--- src/rtl/serial_pkg.sv ---
// Shared types, constants and helpers for the serial transmit scheduler.
package serial_pkg;

  localparam int unsigned FRAME_BITS = 10;

  typedef enum logic [1:0] {
    IDLE    = 2'd0,
    LOADING = 2'd1,
    SEND    = 2'd2,
    GAP     = 2'd3
  } sched_state_e;

  // Bits needed to hold 0..v-1; never less than 1.
  function automatic int unsigned clog2(input int unsigned v);
    int unsigned r;
    r = 1;
    while ((32'd1 << r) < v) r++;
    return r;
  endfunction

  // One-hot of the first set request at or above ptr, wrapping within n requesters.
  function automatic logic [7:0] rr_pick(input logic [7:0] req, input int unsigned ptr,
                                         input int unsigned n);
    logic [7:0]  oh;
    logic        found;
    int unsigned idx;
    oh    = '0;
    found = 1'b0;
    for (int unsigned i = 0; i < 8; i++) begin
      idx = (ptr + i) % n;
      if ((i < n) && !found && req[idx[2:0]]) begin
        oh[idx[2:0]] = 1'b1;
        found        = 1'b1;
      end
    end
    return oh;
  endfunction

endpackage

--- src/rtl/serial_tx_sched_baud.sv ---
// Free-running bit-rate divider producing a one-cycle registered BIT_TICK.
module baud_tick_gen
  import serial_pkg::*;
#(
  parameter int unsigned CLKS_PER_BIT = 434
) (
  input  logic CLK,
  input  logic RST_N,
  output logic BIT_TICK
);

  localparam int unsigned CW = clog2(CLKS_PER_BIT);

  logic [CW-1:0] cnt_q, cnt_d;
  logic          tick_q, tick_d;

  always_comb begin
    cnt_d  = (cnt_q == CW'(CLKS_PER_BIT - 1)) ? '0 : cnt_q + CW'(1);
    tick_d = (cnt_d == CW'(CLKS_PER_BIT - 1));
  end

  always_ff @(posedge CLK or negedge RST_N) begin
    if (!RST_N) begin
      cnt_q  <= '0;
      tick_q <= 1'b0;
    end else begin
      cnt_q  <= cnt_d;
      tick_q <= tick_d;
    end
  end

  assign BIT_TICK = tick_q;

endmodule

--- src/rtl/serial_tx_sched.sv ---
// Round-robin scheduler feeding one byte-serial transmitter.
// Optional SERIAL_SCHED_PRIO0_EN gives requester 0 strict priority.
module serial_tx_sched
  import serial_pkg::*;
#(
  parameter int unsigned NUM_REQ      = 4,
  parameter int unsigned CLKS_PER_BIT = 434,
  parameter int unsigned GAP_BITS     = 1
) (
  input  logic                      CLK,
  input  logic                      RST_N,
  input  logic [NUM_REQ-1:0]        REQ,
  input  logic [8*NUM_REQ-1:0]      REQ_BYTE,
  output logic [NUM_REQ-1:0]        ACK,
  output logic                      BIT_TICK,
  output logic [7:0]                BYTEIN,
  output logic                      LOAD,
  output logic                      BUSY,
  output logic [clog2(NUM_REQ)-1:0] GRANT_ID
);

  localparam int unsigned IW       = clog2(NUM_REQ);
  localparam int unsigned GW       = clog2(GAP_BITS);
  localparam int unsigned GAP_LAST = (GAP_BITS > 0) ? GAP_BITS - 1 : 0;

  sched_state_e        state_q, state_d;
  logic [IW-1:0]       ptr_q, ptr_d;
  logic [3:0]          bitcnt_q, bitcnt_d;
  logic [GW-1:0]       gapcnt_q, gapcnt_d;
  logic [7:0]          byte_q, byte_d;
  logic [IW-1:0]       grant_q, grant_d;
  logic [NUM_REQ-1:0]  ack_q, ack_d;
  logic                load_q, load_d;
  logic                busy_q, busy_d;

  logic                tick;
  logic [7:0]          req_pad;
  logic [NUM_REQ-1:0]  pick_oh;
  logic [IW-1:0]       win_idx;
  logic [IW-1:0]       ptr_next;
  int unsigned         win_int;
  logic                frame_done;

  baud_tick_gen #(.CLKS_PER_BIT(CLKS_PER_BIT)) u_baud (
    .CLK      (CLK),
    .RST_N    (RST_N),
    .BIT_TICK (tick)
  );

  assign req_pad = 8'(REQ);

  // Winner selection and the pointer value that follows it.
  always_comb begin
`ifdef SERIAL_SCHED_PRIO0_EN
    if (req_pad[0]) pick_oh = NUM_REQ'(8'd1);
    else            pick_oh = NUM_REQ'(rr_pick(req_pad & 8'hFE, 32'(ptr_q), NUM_REQ));
`else
    pick_oh = NUM_REQ'(rr_pick(req_pad, 32'(ptr_q), NUM_REQ));
`endif
    win_idx = '0;
    for (int i = 0; i < NUM_REQ; i++) begin
      if (pick_oh[i]) win_idx = IW'(i);
    end
    win_int  = 32'(win_idx);
    ptr_next = IW'((win_int + 32'd1) % NUM_REQ);
`ifdef SERIAL_SCHED_PRIO0_EN
    if (req_pad[0]) ptr_next = ptr_q;
`endif
  end

  // Frame sequencing; a frame's completion edge doubles as an IDLE grant edge.
  always_comb begin
    state_d    = state_q;
    ptr_d      = ptr_q;
    bitcnt_d   = bitcnt_q;
    gapcnt_d   = gapcnt_q;
    byte_d     = byte_q;
    grant_d    = grant_q;
    ack_d      = '0;
    load_d     = load_q;
    busy_d     = busy_q;
    frame_done = 1'b0;

    case (state_q)
      IDLE: ;
      LOADING: begin
        if (tick) begin
          load_d   = 1'b0;
          bitcnt_d = '0;
          state_d  = SEND;
        end
      end
      SEND: begin
        if (tick) begin
          if (bitcnt_q == 4'(FRAME_BITS - 1)) begin
            if (GAP_BITS > 0) begin
              gapcnt_d = '0;
              state_d  = GAP;
            end else begin
              frame_done = 1'b1;
            end
          end else begin
            bitcnt_d = bitcnt_q + 4'd1;
          end
        end
      end
      GAP: begin
        if (tick) begin
          if (gapcnt_q == GW'(GAP_LAST)) frame_done = 1'b1;
          else                           gapcnt_d   = gapcnt_q + GW'(1);
        end
      end
      default: state_d = IDLE;
    endcase

    if (frame_done) begin
      state_d = IDLE;
      busy_d  = 1'b0;
    end

    if (((state_q == IDLE) || frame_done) && (|REQ)) begin
      byte_d  = REQ_BYTE[8*win_int +: 8];
      grant_d = win_idx;
      ack_d   = pick_oh;
      load_d  = 1'b1;
      busy_d  = 1'b1;
      ptr_d   = ptr_next;
      state_d = LOADING;
    end
  end

  always_ff @(posedge CLK or negedge RST_N) begin
    if (!RST_N) begin
      state_q  <= IDLE;
      ptr_q    <= '0;
      bitcnt_q <= '0;
      gapcnt_q <= '0;
      byte_q   <= '0;
      grant_q  <= '0;
      ack_q    <= '0;
      load_q   <= 1'b0;
      busy_q   <= 1'b0;
    end else begin
      state_q  <= state_d;
      ptr_q    <= ptr_d;
      bitcnt_q <= bitcnt_d;
      gapcnt_q <= gapcnt_d;
      byte_q   <= byte_d;
      grant_q  <= grant_d;
      ack_q    <= ack_d;
      load_q   <= load_d;
      busy_q   <= busy_d;
    end
  end

  assign ACK      = ack_q;
  assign BIT_TICK = tick;
  assign BYTEIN   = byte_q;
  assign LOAD     = load_q;
  assign BUSY     = busy_q;
  assign GRANT_ID = grant_q;

endmodule

--- config.mk ---
export PLATFORM = sky130hd
export DESIGN_NAME = serial_tx_sched
export DESIGN_NICKNAME = d
export VERILOG_FILES = /design/src/rtl/serial_pkg.sv /design/src/rtl/serial_tx_sched_baud.sv /design/src/rtl/serial_tx_sched.sv
export SDC_FILE = /design/constraint.sdc
export NUM_CORES = 1
export LEC_CHECK = 0
export BUFFER_PORTS_ARGS = -buffer_cell sky130_fd_sc_hd__buf_2
export CAP_MARGIN = 20
export CORE_UTILIZATION = 55
export CTS_CLUSTER_DIAMETER = 50
export DETAILED_ROUTE_END_ITERATION = 12
export HOLD_SLACK_MARGIN = 0.03
export MAX_ROUTING_LAYER = met4
export PLACE_DENSITY = 0.83
export SLEW_MARGIN = 20
export SYNTH_ARGS = -nofsm -noshare
export SYNTH_HDL_FRONTEND = slang
export SYNTH_HIERARCHICAL = 1
export SYNTH_SLANG_ARGS = --single-unit
--- constraint.sdc ---
create_clock -name CLK -period 4.87 [get_ports CLK]
set_clock_uncertainty 0.2 [all_clocks]
set_input_delay 0.487 -clock CLK [delete_from_list [all_inputs] [get_ports CLK]]
set_output_delay 0.487 -clock CLK [all_outputs]
set_load 0.01 [all_outputs]
# Word-level counts from Yosys, hierarchy flattened
# Cells that the tools add are included.
dict set report totals {
  ff_bits 35
  in_bits 38
  output_inout_bits 17
  word_cells 119
}
dict set report classes {
  n_addsub 7
  order_cmp 8
  eq_ne 14
  shifts 1
  n_mux 51
  bitwise_logic 3
  n_reduce_logical 24
}
# cell count
set op_table {}
lappend op_table {{$mux 4} 8}
lappend op_table {{$shiftx 32x6->8} 1}
lappend op_table {{$mux 1} 24}
lappend op_table {{$eq 9x9->1 const B} 2}
lappend op_table {{$lt 2x4->1 const B} 4}
lappend op_table {{$mux 2} 7}
lappend op_table {{$or 4x4->4} 3}
lappend op_table {{$reduce_and 4->1} 3}
lappend op_table {{$reduce_bool 2->1} 5}
lappend op_table {{$add 9x1->9 const B} 1}
lappend op_table {{$mux 9} 1}
lappend op_table {{$bmux 1 s2} 4}
lappend op_table {{$demux 1 s2} 4}
lappend op_table {{$ge 2x1->1 const B} 4}
lappend op_table {{$logic_and 1x1->1} 8}
lappend op_table {{$ne 4x3->1 const B} 2}
lappend op_table {{$pmux 4 s2} 1}
lappend op_table {{$ne 2x1->1 const B} 3}
lappend op_table {{$add 2x1->2 const B} 2}
lappend op_table {{$add 2x2->2 const B} 2}
lappend op_table {{$add 4x1->4 const B} 1}
lappend op_table {{$eq 2x2->1 const B} 2}
lappend op_table {{$eq 4x4->1 const B} 1}
lappend op_table {{$ne 2x2->1 const B} 2}
lappend op_table {{11 further kinds} 13}

# Longest topological paths before layout
# Gate-level depths: netlist of run 1.
dict set report depth {
  ltp_word 16
  depth_mapped 10
}

# By module
# The synthesis of run 1 kept the hierarchy.
# mod instances cells_each area_per_inst_um2 seq_area_each_um2
set by_module_without_submodules {}
lappend by_module_without_submodules {serial_tx_sched 1 191 1764.2 600.6}
lappend by_module_without_submodules {baud_tick_gen 1 50 504.2 250.2}

# Least setup slack after synthesis of run 1
# OpenSTA, ideal clock, no wires.
dict set report synth_path {
  path_kind {register -> register}
  start {register ptr_q[0]}
  end {register byte_q[0], in the netlist BYTEIN[0]}
  arrival_ns 2.524
  required_time_ns 4.531
  slack_ns 2.007
  path_stages_with_launch 11
  n_path_buf 2
  synth_period_minus_slack_ns 2.863
  cell_sequence {dfrtp_1 buf_6 inv_1 ha_1 mux4_2 or2_4 a311o_4 and2_4 buf_6 a211oi_2 o221ai_1}
}
dict set report synth_between {
  elab_chain_cells 16
}
# item line
set synth_rtl {}
lappend synth_rtl {{from (decl)} serial_tx_sched.sv:27} ;# logic [IW-1:0] ptr_q, ptr_d;
lappend synth_rtl {{from (signal assigned)} serial_tx_sched.sv:145} ;# ptr_q <= ptr_d;
lappend synth_rtl {{branches (longest 11 deep; another with $lt 2x4->1)} --}
lappend synth_rtl {{$mux 4 (*)} serial_pkg.sv:31} ;# if ((i < n) && !found && req[idx[2:0]]) begin
lappend synth_rtl {{$mux 1} serial_tx_sched.sv:62} ;# if (pick_oh[i]) win_idx = IW'(i);
lappend synth_rtl {{$mux 2} serial_tx_sched.sv:62}
lappend synth_rtl {{$mux 2 (*)} serial_tx_sched.sv:62}
lappend synth_rtl {{$shiftx 32x6->8 (*)} serial_tx_sched.sv:122} ;# byte_d = REQ_BYTE[8*win_int +: 8];
lappend synth_rtl {{to (signal assigned)} serial_tx_sched.sv:148} ;# byte_q <= byte_d;
lappend synth_rtl {{to (decl)} serial_tx_sched.sv:30} ;# logic [7:0] byte_q, byte_d;
# Every way passes the cells marked *. The select of a mux whose other input is x is not followed.
# A chain may end at the register's enable or synchronous reset.

# Worst setup path in the final report of run 1
dict set report layout_path {
  start {register ptr_q[0]}
  end {register byte_q[7], in the netlist BYTEIN[7]}
}
# Same word-level chain as after synthesis.

==> out/metrics.cfg, run 1 <==
[status]
status=finished clean

[route]
drt_iter0_drc=163
ant_nets=0
wl_mm=5.11
route.detailed.drc=0
dr.pass1.iters=5
routedWlPerCell_um=15.0
num_vias=1998
via_per_inst=5.88

[pwr]
peakVddDrop_uv=391
p_per_area_nw_per_um2=492
p_leak_nw=1.16

[clock_tree]
clk_pin_slew_ps=80
cts_max_path_buffers=2
cts_hold_buf=0
numCtsBuffers=5
htreeDepth=2
post_cts_resized=0
worstSkewPairLatency_ps=290
post_cts_buffers=0
cts_tree=yes
cts_sinks=34
root_buffer=clkbuf_8

[floorplan]
initial_core_util_pct=59.7
die_w_um=66.2
die-area_um2=4390
pin_count=55
core-area_um2=3800
die_h_um=66.2
rows=22

[cells_and_area]
antenna_cells=0
syn_to_final_growth_pct=17.2
nets=340
final_util_pct=70.0
drive_gt1_share_pct=30.5
num-fill-cells=302

[timing]
period_needed_ps=3230
tns_ps=0
hold_viol=0
setup_viol=0
relSlewSlack_pct=42.7
slew_viol_final=0
fin_crit_sh_pct=66.3
rsz0062_at_grt=no
tightestPinTransition_ps=856
fmax_mhz=310

[global_route]
antenna_found_initial=0
overflow=0
grtUsageTotal_pct=26.7
grt_pass1_vias=1921
grt_pass1_wl_mm=8.55
grt_max_degree=35

[logic_synthesis]
async_reset_ff_share_pct=100
muxShareOfSynthArea_pct=6.84
synth_compound_area_share_pct=23.8
synth_simple_gate_area_share_pct=19.5
synth_cell_types=48
yosysSeqAreaShare_pct=37.5
syn-instance-count=241
synth_top_cell_area_share_pct=37.5
avgSynthCellArea_um2=9.41
synth_edf_count=0
yosys_most_used_dff=dfrtp_1
yosys.area.top_type=dfrtp_1
synth_fp_nets=290
netlist_area_um2=2270
synth-xor-area-share_pct=1.93
synth_top_family_by_area=compound AO/OA/AOI/OAI gates
synth_area_leaders=dfrtp_1 (38%), nand2_1 (6.1%), ha_1 (6.1%)
ys_ff_latch=34
ys.warnings.count=6
synth_fa_ha_area_share_pct=6.07

[worst_setup_path]
crit_type=reg -> reg
critPathLaunchType=register
cp_slowest_stage_delay_ps=700
critPathArrivalTime_ps=3230
path_cells=inv_1 > ha_1 > mux4_2 > nand2_1 > o21ai_0 > nor2_1 > o211ai_1 > o221ai_1
crit_buf_inv=1
slowest_stage=nor2_1
critPathCaptureType=register
crit_required_ps=4870
cp_max_fo=12
crit_family=simple AND/OR/NAND/NOR gates

[flow_run]
maxCapViolations=0

[placement]
portBuffers=54
gp_congestion=0.917
dp_hpwl_mm=3.63

[min_path]
hold_class=in -> async

## cell usage in the layout, fill, tap and decap left out, drive strengths merged, types with 2 or more instances in the layout
master / netlist / final
buf: 4 / 54
nand2: 37 / 37
dfrtp: 34 / 34
nor2: 21 / 21
o21ai: 12 / 12
inv: 11 / 12
ha: 11 / 11
nand3: 10 / 10
o221ai: 10 / 10
a211oi: 10 / 10
o211ai: 9 / 9
a21boi: 8 / 8
clkbuf: 7 / 6
a21oi: 5 / 5
nor2b: 4 / 4
mux4: 4 / 4
mux2: 4 / 4
xnor2: 4 / 4
nor3: 4 / 4
a21o: 3 / 3
nand4: 3 / 3
or2: 3 / 3
mux2i: 2 / 2
nor4: 2 / 2
a311o: 2 / 2
or3: 2 / 2
## synthesized netlist by cell type, drive strengths merged, types with 2 or more instances
cell    number
nand3       10
nand4        3
nor2b        4
a211oi      10
mux2i        2
nor3         4
nor4         2
nand2       37
o211ai       9
or3          2
a311o        2
a21o         3
ha          11
or2          3
nor2        21
clkbuf       7
xnor2        4
inv         11
mux2         4
o21ai       12
o221ai      10
mux4         4
a21boi       8
dfrtp       34
a21oi        5
buf          4
## cell families (layout without fill, tap and decap cells)
family                   after synthesis  count (layout)
flip-flops                            34              34
AO/OA/AOI/OAI                         66              66
buffers and inverters                 22              73
adder cells (fa/ha/maj)               11              11
XOR/XNOR                               5               5
multiplexers                          10              10
AND/OR/NAND/NOR                       93              93
## area by class of cell
cell class,count,area (µm²),share of cell area (%)
Multi-Input combinational cell,185,1340,50.3
Sequential cell,34,851,32.0
Timing Repair Buffer,54,270,10.2
Clock buffer,6,82.6,3.11
Tap cell,48,60.1,2.26
Inverter,11,41.3,1.55
Clock inverter,2,16.3,0.612
## flip-flops by register name, summed over array words and instances (netlist names)
name             cells
ACK                  4
BUSY                 1
BYTEIN               8
GRANT_ID             2
LOAD                 1
bitcnt_q             4
ptr_q                2
state_q              2
u_baud/BIT_TICK      1
u_baud/cnt_q         9
## routing by layer
metal	global-route usage (%)	share of wire, %	vias up
met2	43.2	49	57
met5	-	0	-
met1	33.9	46	945
met3	5.69	4.2	8
met4	6.91	0.90	0
li1	-	-	988
## through the flow
stage	instance area, µm²	total power, mW	instances	worst slack, ps	hold slack (ps)
after floorplan	2270	0.937	241	2010	-8.59
after global placement	2540	1.05	332	1810	271
after global routing	2660	1.39	340	1380	117
after CTS	2640	1.30	340	1680	75.0
after detailed placement	2540	1.07	332	1680	271
final	2660	1.31	340	1640	51.9
## power by group
part	internal, mW	switching (mW)
combinational	0.287	0.399
sequential	0.333	0.0564
clock	0.116	0.115
total	0.736	0.570
## worst paths after layout
kind | endpoint | slack [ps] | cells past startpoint | from
max | BYTEIN[7] | 1640 | 8 | ptr_q[0]
min | u_baud/cnt_q[0] | 50 | 1 | RST_N
max reg2reg | BYTEIN[7] | 1640 | 8 | ptr_q[0]
min reg2reg | BYTEIN[3] | 300 | 2 | BYTEIN[3]
max in group asynchronous | ACK[0] | 3940 | 1 | RST_N
min in group CLK | BYTEIN[3] | 280 | 3 | REQ_BYTE[27]
Note: power is estimated with default switching activity, not from simulation.
==> run 2: changes to the inputs <==
CORE_UTILIZATION = 48   (was 55)
PLACE_DENSITY = 0.77   (was 0.83)
clock period = 2.9 ns   (was 4.87 ns; I/O delays follow)
==> run 2 against run 1 <==
The flow now finishes with violations (design-rule violations); setup slack got worse by 1400 ps; global-route usage fell by 2.8 points; count of clock-buffer cells in the layout did not move; cell area rose by 3.2%; fmax rose by 20%; highest routed layer unchanged.
==> out/metrics.cfg, run 2 (synthesis results as in run 1) <==
[status]
status=finished with violations
violations=design-rule violations

[global_route]
grtUsageTotal_pct=23.8  ; -2.8 points
antenna_found_initial=0  ; unchanged
use_met1_pct=31.4  ; -2.5 points
grt_pass1_vias=1993  ; +3.7%
use_met2_pct=37.6  ; -5.6 points
grt_max_degree=35  ; unchanged
overflow=0  ; unchanged
busiest_layer=met2
use_met3_pct=5.13  ; -0.56 points
grt_pass1_wl_mm=9.14  ; +6.9%

[pwr]
peakVddDrop_uv=470  ; +20%
p_leak_nw=1.21  ; +4.8%
p_per_area_nw_per_um2=860  ; +75%

[worst_setup_path]
crit_required_ps=2880  ; -1990 ps
critPathArrivalTime_ps=2660  ; -570 ps
reg2reg_depth=8  ; unchanged
path_cells=inv_1 > ha_1 > mux4_2 > or2_4 > a311o_4 > and2_4 > o211a_1 > a21o_1
critPathCaptureType=register
cp_max_fo=11  ; -1
critPathLaunchType=register
cp_slowest_stage_delay_ps=380  ; -320 ps
crit_type=reg -> reg
slowest_stage=dfrtp_1

[timing]
relSlewSlack_pct=48.6  ; +5.9 points
hold_viol=0  ; unchanged
slew_viol_final=0  ; unchanged
rsz0062_at_grt=no
fmax_mhz=373  ; +20%
fin_ws_ps=219  ; -1420 ps
fin_crit_sh_pct=92.5  ; +26 points
tightestPinTransition_ps=770  ; -85.4 ps
period_needed_ps=2680  ; -548 ps
setup_viol=0  ; unchanged
tns_ps=0  ; unchanged

[route]
dr.pass1.iters=8  ; +3
route.detailed.drc=6  ; +6
routedWlPerCell_um=15.2  ; +1.5%
drt_iter0_drc=161  ; -1.2%
wl_mm=5.37  ; +5.1%
num_vias=2034  ; +1.8%
via_per_inst=5.78  ; -1.7%
ant_nets=0  ; unchanged

[cells_and_area]
antenna_cells=0  ; unchanged
syn_to_final_growth_pct=20.8
stdcell_count=352  ; +3.5%
layout_commonest_cell=buf_2
seq_area_um2=851  ; unchanged
most-common-layout-cells=buf_2 (54), nand2_1 (37), dfrtp_1 (34), nor2_1 (21), o21ai_0 (12)
nets=349  ; +2.6%
final_util_pct=61.7  ; -8.3 points
stdcell_area_um2=2740  ; +3.2%
num-fill-cells=406  ; +34%
top_register=u_baud/cnt_q
multi_input_area_um2=1330  ; -0.37%
largest_register_ffs=9  ; unchanged
drive_gt1_share_pct=31.7  ; +1.2 points

[clock_tree]
cts_sinks=34  ; unchanged
worstSkewPairLatency_ps=280  ; about the same
cts_max_path_buffers=2  ; unchanged
root_buffer=clkbuf_8
htreeDepth=2  ; unchanged
cts_tree=yes
clk_pin_slew_ps=80  ; about the same
numCtsBuffers=5  ; unchanged

[placement]
postPlaceCellArea_um2=2610  ; +2.6%
gp_congestion=0.902  ; -1.7%
dp_hpwl_mm=3.87  ; +6.6%
placedCellCount=344  ; +3.6%
portBuffers=54  ; unchanged
place_ws_ps=219  ; -1460 ps

[min_path]
hold_class=in -> reg
whs_path_depth=3

[floorplan]
die-area_um2=5000  ; +14%
rows=24  ; +9.1%
die_w_um=70.7  ; +6.8%
core-area_um2=4440  ; +17%
initial_core_util_pct=51.0  ; -8.7 points
die_h_um=70.7  ; +6.8%
pin_count=55  ; unchanged

[flow_run]
maxCapViolations=0  ; unchanged

-- run 2: per-layer routing --
layer / routed length (µm) / vias up / part of all wire (%)
met5: 0 / - / 0
met4: 67 / 0 / 1.2
met3: 288 / 7 / 5.4
met2: 2540 / 71 / 47
met1: 2470 / 954 / 46
li1: - / 1002 / -
-- run 2: cell type report --
class | instances | share of cell area, %
Tap cell | 52 | 2.37
Clock inverter | 1 | 1.10
Clock buffer | 6 | 3.01
Sequential cell | 34 | 31.0
Multi-Input combinational cell | 185 | 48.6
Inverter | 11 | 1.51
Timing Repair Buffer | 63 | 12.4
-- run 2: critical path, delay by kind of cell, from the launching register on --
family | cells | cell delay [ps]
simple gates | 2 | 480
buf+inv | 1 | 150
flops | 1 | 380
mux | 1 | 310
compound gates | 3 | 760
fa+ha+maj | 1 | 280
-- run 2: repair_timing --
action | in CTS | in global routing
hold buffers | 1 | 0
endpoints found under the hold margin | 34 | 0
gates resized for setup | 0 | 1
buffers inserted | 0 | 0
endpoints found under the setup margin | 0 | 1
-- run 2: where the power goes --
group | internal (mW) | switching (mW) | leakage (nW)
clock network | 0.275 | 0.175 | 0.0573
registers | 0.560 | 0.0516 | 0.424
logic | 0.566 | 0.729 | 0.732
total | 1.40 | 0.956 | 1.21
-- run 2: path summary, 6_finish.rpt --
kind / to / from / slack [ps]
hold / removal: BYTEIN[2] / REQ_BYTE[26] / 90
setup / recovery: ptr_q[0] / ptr_q[0] / 220
hold reg to reg: BYTEIN[7] / BYTEIN[7] / 290
setup reg to reg: ptr_q[0] / ptr_q[0] / 220
max in group asynchronous: bitcnt_q[2] / RST_N / 1590
min in group asynchronous: BYTEIN[0] / RST_N / 420
-- run 2: metrics by stage --
stage          hold slack (ps)  power [mW]
6_report                  92.5        2.36
5_1_grt                   91.0        2.52
4_1_cts                   80.7        2.35
3_5_place_dp               224        1.88
3_3_place_gp               210        1.87
2_1_floorplan             -206        1.57
